`src/rtl/pipeline_hazard_ctrl.sv`:
```
// Pipeline sequencer for the 5-stage core: load-use stall, jump/branch flush,
// halt/resume freeze, and cycle/stall/flush counters for debug display.
module pipeline_hazard_ctrl #(
  parameter int CNT_W = 32,
  parameter int REG_W = 5
) (
  input  logic             clk,
  input  logic             rst,
  input  logic [REG_W-1:0] id_rs,
  input  logic [REG_W-1:0] id_rt,
  input  logic             id_use_rs,
  input  logic             id_use_rt,
  input  logic [REG_W-1:0] ex_dst,
  input  logic             ex_mem_read,
  input  logic             jb_taken,
  input  logic             halt_req,
  input  logic             go,
  input  logic             cnt_clr,
  output logic             pc_en,
  output logic             ifid_en,
  output logic             ifid_clr,
  output logic             idex_en,
  output logic             idex_clr,
  output logic             exmem_en,
  output logic             memwb_en,
  output logic             memwb_clr,
  output logic             halted,
  output logic [CNT_W-1:0] cyc_cnt,
  output logic [CNT_W-1:0] stall_cnt,
  output logic [CNT_W-1:0] flush_cnt
);

  typedef enum logic {
    ST_RUN  = 1'b0,
    ST_HALT = 1'b1
  } state_t;

  localparam logic [CNT_W-1:0] CNT_ZERO = {CNT_W{1'b0}};
  localparam logic [CNT_W-1:0] CNT_ONE  = {{(CNT_W-1){1'b0}}, 1'b1};

  state_t           state_q, state_d;
  logic             go_q;
  logic [CNT_W-1:0] cyc_q, stall_q, flush_q;
  logic             cyc_inc_s, stall_inc_s, flush_inc_s;
  logic             lu_s, go_edge_s;

  // Register 0 is hardwired to zero, so a load targeting it never creates a hazard.
  assign lu_s = ex_mem_read && (ex_dst != {REG_W{1'b0}}) &&
                ((id_use_rs && (id_rs == ex_dst)) || (id_use_rt && (id_rt == ex_dst)));
  assign go_edge_s = go && !go_q;

  // Next-state and buffer control decode; priority halt > flush > stall.
  always_comb begin
    state_d     = state_q;
    pc_en       = 1'b0;
    ifid_en     = 1'b0;
    ifid_clr    = 1'b0;
    idex_en     = 1'b0;
    idex_clr    = 1'b0;
    exmem_en    = 1'b0;
    memwb_en    = 1'b0;
    memwb_clr   = 1'b0;
    halted      = 1'b0;
    cyc_inc_s   = 1'b0;
    stall_inc_s = 1'b0;
    flush_inc_s = 1'b0;
    if (rst) begin
      ifid_clr  = 1'b1;
      idex_clr  = 1'b1;
      memwb_clr = 1'b1;
    end else begin
      case (state_q)
        ST_RUN: begin
          pc_en     = 1'b1;
          ifid_en   = 1'b1;
          idex_en   = 1'b1;
          exmem_en  = 1'b1;
          memwb_en  = 1'b1;
          cyc_inc_s = 1'b1;
          if (halt_req) begin
            // Only WB advances, taking a bubble so the halt request drops out.
            pc_en     = 1'b0;
            ifid_en   = 1'b0;
            idex_en   = 1'b0;
            exmem_en  = 1'b0;
            memwb_clr = 1'b1;
            state_d   = ST_HALT;
          end else if (jb_taken) begin
            ifid_clr    = 1'b1;
            idex_clr    = 1'b1;
            flush_inc_s = 1'b1;
          end else if (lu_s) begin
            pc_en       = 1'b0;
            ifid_en     = 1'b0;
            idex_clr    = 1'b1;
            stall_inc_s = 1'b1;
          end else begin
            state_d = ST_RUN;
          end
        end
        ST_HALT: begin
          halted = 1'b1;
          if (go_edge_s) begin
            state_d = ST_RUN;
          end else begin
            state_d = ST_HALT;
          end
        end
        default: begin
          state_d = ST_RUN;
        end
      endcase
    end
  end

  // State, go history and counters.
  always_ff @(posedge clk) begin
    if (rst) begin
      state_q <= ST_RUN;
      go_q    <= 1'b0;
      cyc_q   <= CNT_ZERO;
      stall_q <= CNT_ZERO;
      flush_q <= CNT_ZERO;
    end else begin
      state_q <= state_d;
      go_q    <= go;
      if (cnt_clr) begin
        cyc_q   <= CNT_ZERO;
        stall_q <= CNT_ZERO;
        flush_q <= CNT_ZERO;
      end else begin
        if (cyc_inc_s)   cyc_q   <= cyc_q + CNT_ONE;
        if (stall_inc_s) stall_q <= stall_q + CNT_ONE;
        if (flush_inc_s) flush_q <= flush_q + CNT_ONE;
      end
    end
  end

  assign cyc_cnt   = cyc_q;
  assign stall_cnt = stall_q;
  assign flush_cnt = flush_q;

endmodule

```
`config.mk`:
```
export PLATFORM = sky130hd
export DESIGN_NAME = pipeline_hazard_ctrl
export DESIGN_NICKNAME = d
export VERILOG_FILES = /design/src/rtl/pipeline_hazard_ctrl.sv
export SDC_FILE = /design/constraint.sdc
export NUM_CORES = 1
export LEC_CHECK = 0
export ABC_AREA = 1
export CAP_MARGIN = 10
export CELL_PAD_IN_SITES_DETAIL_PLACEMENT = 0
export CELL_PAD_IN_SITES_GLOBAL_PLACEMENT = 1
export CORE_MARGIN = 2
export CORE_UTILIZATION = 29
export DETAILED_ROUTE_END_ITERATION = 10
export GPL_TIMING_DRIVEN = 1
export PLACE_DENSITY_LB_ADDON = 0.1
export SKIP_LAST_GASP = 1
export SLEW_MARGIN = 20
export SYNTH_ARGS = -nofsm -noshare
export SYNTH_HDL_FRONTEND = slang
export SYNTH_SLANG_ARGS = --single-unit
export TNS_END_PERCENT = 10
```
`constraint.sdc`:
```
create_clock -name clk -period 2 [get_ports clk]
set_input_delay 0.4 -clock clk [delete_from_list [all_inputs] [get_ports clk]]
set_output_delay 0.4 -clock clk [all_outputs]
set_load 0.01 [all_outputs]
```
==> results.cfg <==
[sta]
rsz0062_at_grt = true
drv_slew = 0
finalClockSkew_ns = 0.00857
hold_violations = 0
max_slew_margin_pct = 70.2
fmax_mhz = 467
period_share_pct = 107
max_slew.worst_pin.slew_ns = 0.445
period_needed_ns = 2.14
setup_viol = 6
layout_setup_ws_ns = -0.143
final.setup.tns_ns = -0.597

[global_route]
grt-ovfl-total = 0
antenna_found_initial = 0
grt.total_usage_pct = 17.7
grt_max_degree = 33
grt_pass1_vias = 5925
grt_pass1_wl_mm = 30.6

[detailed_routing]
wl_mm = 18.5
drc_errors = 0
ant_nets = 0
viasPerCell = 4.46
drtIter0Drc = 254
num_vias = 6197
firstDrtPassIters = 5
avgRoutedWirePerCell_um = 13.3

[cells_and_area]
fill_cells = 2167
layout.cells.most_common_list = nand2_1, nor2_1, clkdlybuf4s50_1
syn2layout_area_growth_pct = 40.7
final_nets = 1145
drive_gt1_share_pct = 9.62
instances_no_fill = 1388
multi_input_area_sq_mm = 0.00342
antenna_cells = 0
seq_area_sq_mm = 0.00196
final_common_cell = nand2_1

[clocking]
cts_made_buffers = 9
clock_latency_ns = 0.36
clkTransAtPathRegs_ns = 0.07
clock_path_buffers = 2
clock-sinks = 98
htreeDepth = 3
cts-root-buf = clkbuf_16
tritoncts = yes

[critical_path]
path_class = in -> out
required_ns = 1.60
rrSetupSlack_ns = 0.13
crit_top_cell = nand2_1
critPathArrivalTime_ns = 1.74
slowest_stage = clkdlybuf4s50_1
cp_max_fo = 3
path_cells = clkdlybuf4s50_1, inv_1, nand2_1, nand2_1, nor2_1, nand3_1, nand2_2, nand3_1, nand2_1, dlygate4sd2_1
cp_slowest_stage_delay_ns = 0.48
r2r-start = cyc_cnt[0]$_SDFFE_PP0P_
reg2reg_to = cyc_cnt[28]$_SDFFE_PP0P_
startpoint_type = input port
cp-end-kind = output pin
reg2reg_depth = 10

[power]
power.leakage_uw = 0.00297
p_total_uw = 4210
ir_drop_v = 0.000373
powerDensity_mw_per_mm2 = 514

[logic_synthesis]
synthTopCellsByArea = dfxtp_1, nand2_1, nor2_1
synth_seq_cells = 98
synth_top_area_cell = dfxtp_1
ys_types = 38
yosysWarnings = 0
synth_cells = 941
synth-seq-area-share_pct = 33.7
syn_area_per_cell_sq_um = 6.18
syn_nets = 968
synth_top_area_share_pct = 33.7
syn_area_sq_mm = 0.00582

[placed_design]
gp_congestion = 0.817
place_hpwl_mm = 14.4
place_inst = 1372
port_buffers = 128
dp_slack_ns = -0.488

[floorplan]
core_region_area_sq_mm = 0.0196
initial_core_util_pct = 29.7
pin_count = 129
die_w_um = 146
placementRows = 51
die_h_um = 146
die-area_sq_mm = 0.0212

[hold_path]
min_from = cyc_cnt[10]$_SDFFE_PP0P_
hold_class = reg -> reg
hold_end = cyc_cnt[10]$_SDFFE_PP0P_
worstHoldPathCells = 2

[run]
max_cap_viol_count = 0

[run_status]
status = finished, violations left
violations = setup timing
[worst max-delay path, delay by kind of cell]
family,cells,cell delay (ns)
buffers and inverters,3,0.78
and+or+nand+nor,7,0.55
[routing by layer]
metal	GRT usage, %	vias to the layer above	share of wire (%)
met1	25.1	2718	51
met2	27.5	125	44
li1	-	3338	-
met5	0	-	0
met4	5.59	0	1.5
met3	2.82	16	3.7
[how the worst max path moves through the flow]
stage | startpoint | to | slack [ns] | depth (start not counted)
6_report | id_rt[4] | idex_clr | -0.14 | 10
5_1_grt | halt_req | ifid_clr | -0.22 | 7
4_1_cts | id_rs[4] | ifid_en | -0.19 | 11
3_5_place_dp | ex_dst[2] | ifid_en | -0.49 | 11
3_3_place_gp | ex_dst[2] | pc_en | -0.49 | 11
2_1_floorplan | cyc_cnt[0]$_SDFFE_PP0P_ | cyc_cnt[28]$_SDFFE_PP0P_ | 0.23 | 10
[area by class of cell]
cell class / instances / share of cell area (%)
repair buffers: 184 / 21.7
inverters: 96 / 4.43
multi-input cells: 729 / 41.8
flip-flops and latches: 98 / 24.0
clock buffers: 9 / 2.75
clock inverters: 7 / 1.25
well taps: 265 / 4.05
[kinds of logic after synthesis]
family / Yosys count / share of synthesized area (%)
compound gates: 101 / 8.97
xor+xnor: 28 / 4.22
fa+ha+maj: 3 / 0.645
buf+inv: 114 / 7.68
flops: 98 / 33.7
simple gates: 597 / 44.8
[where the power goes]
group	internal, uW	switching (uW)
logic	134	146
registers	1960	6.23
clock network	1110	854
total	3200	1010
[registers in the layout (all words and copies together), names as in the netlist]
| signal | flops |
|---|---|
| state_q | 1 |
| stall_cnt | 32 |
| cyc_cnt | 32 |
| flush_cnt | 32 |
| go_q | 1 |
[Yosys cell counts, drive strengths merged]
master  number
and3         1
nor3        35
o21ba        1
nand3b      20
dfxtp       98
a311oi       1
nor3b        5
buf         11
nand3       31
clkbuf       7
nor2       148
xnor2        4
nand4       19
nor4         1
o21a         2
nand2      336
a21oi       70
ha           3
o21ai       26
xor2        24
or2          1
inv         96
a21boi       1
[per-stage QoR]
stage | utilization [%] | area, sq um | hold WS [ns]
floorplan | - | 5820 | 0.469
global placement | 40.1 | 7860 | 0.480
detailed placement | 40.1 | 7860 | 0.485
CTS | 41.8 | 8180 | 0.498
global route | 41.8 | 8180 | 0.531
finish | 41.8 | 8180 | 0.496
[repair_timing]
| action | CTS | global route |
|---|---|---|
| setup endpoints to repair | 9 | 14 |
| cloned | 0 | 0 |
| hold buffers | 0 | 0 |
| pin swaps | 1 | 3 |
| gates resized for setup | 13 | 8 |
| buffers inserted | 0 | 0 |
Power figures use the tool's default switching activity.
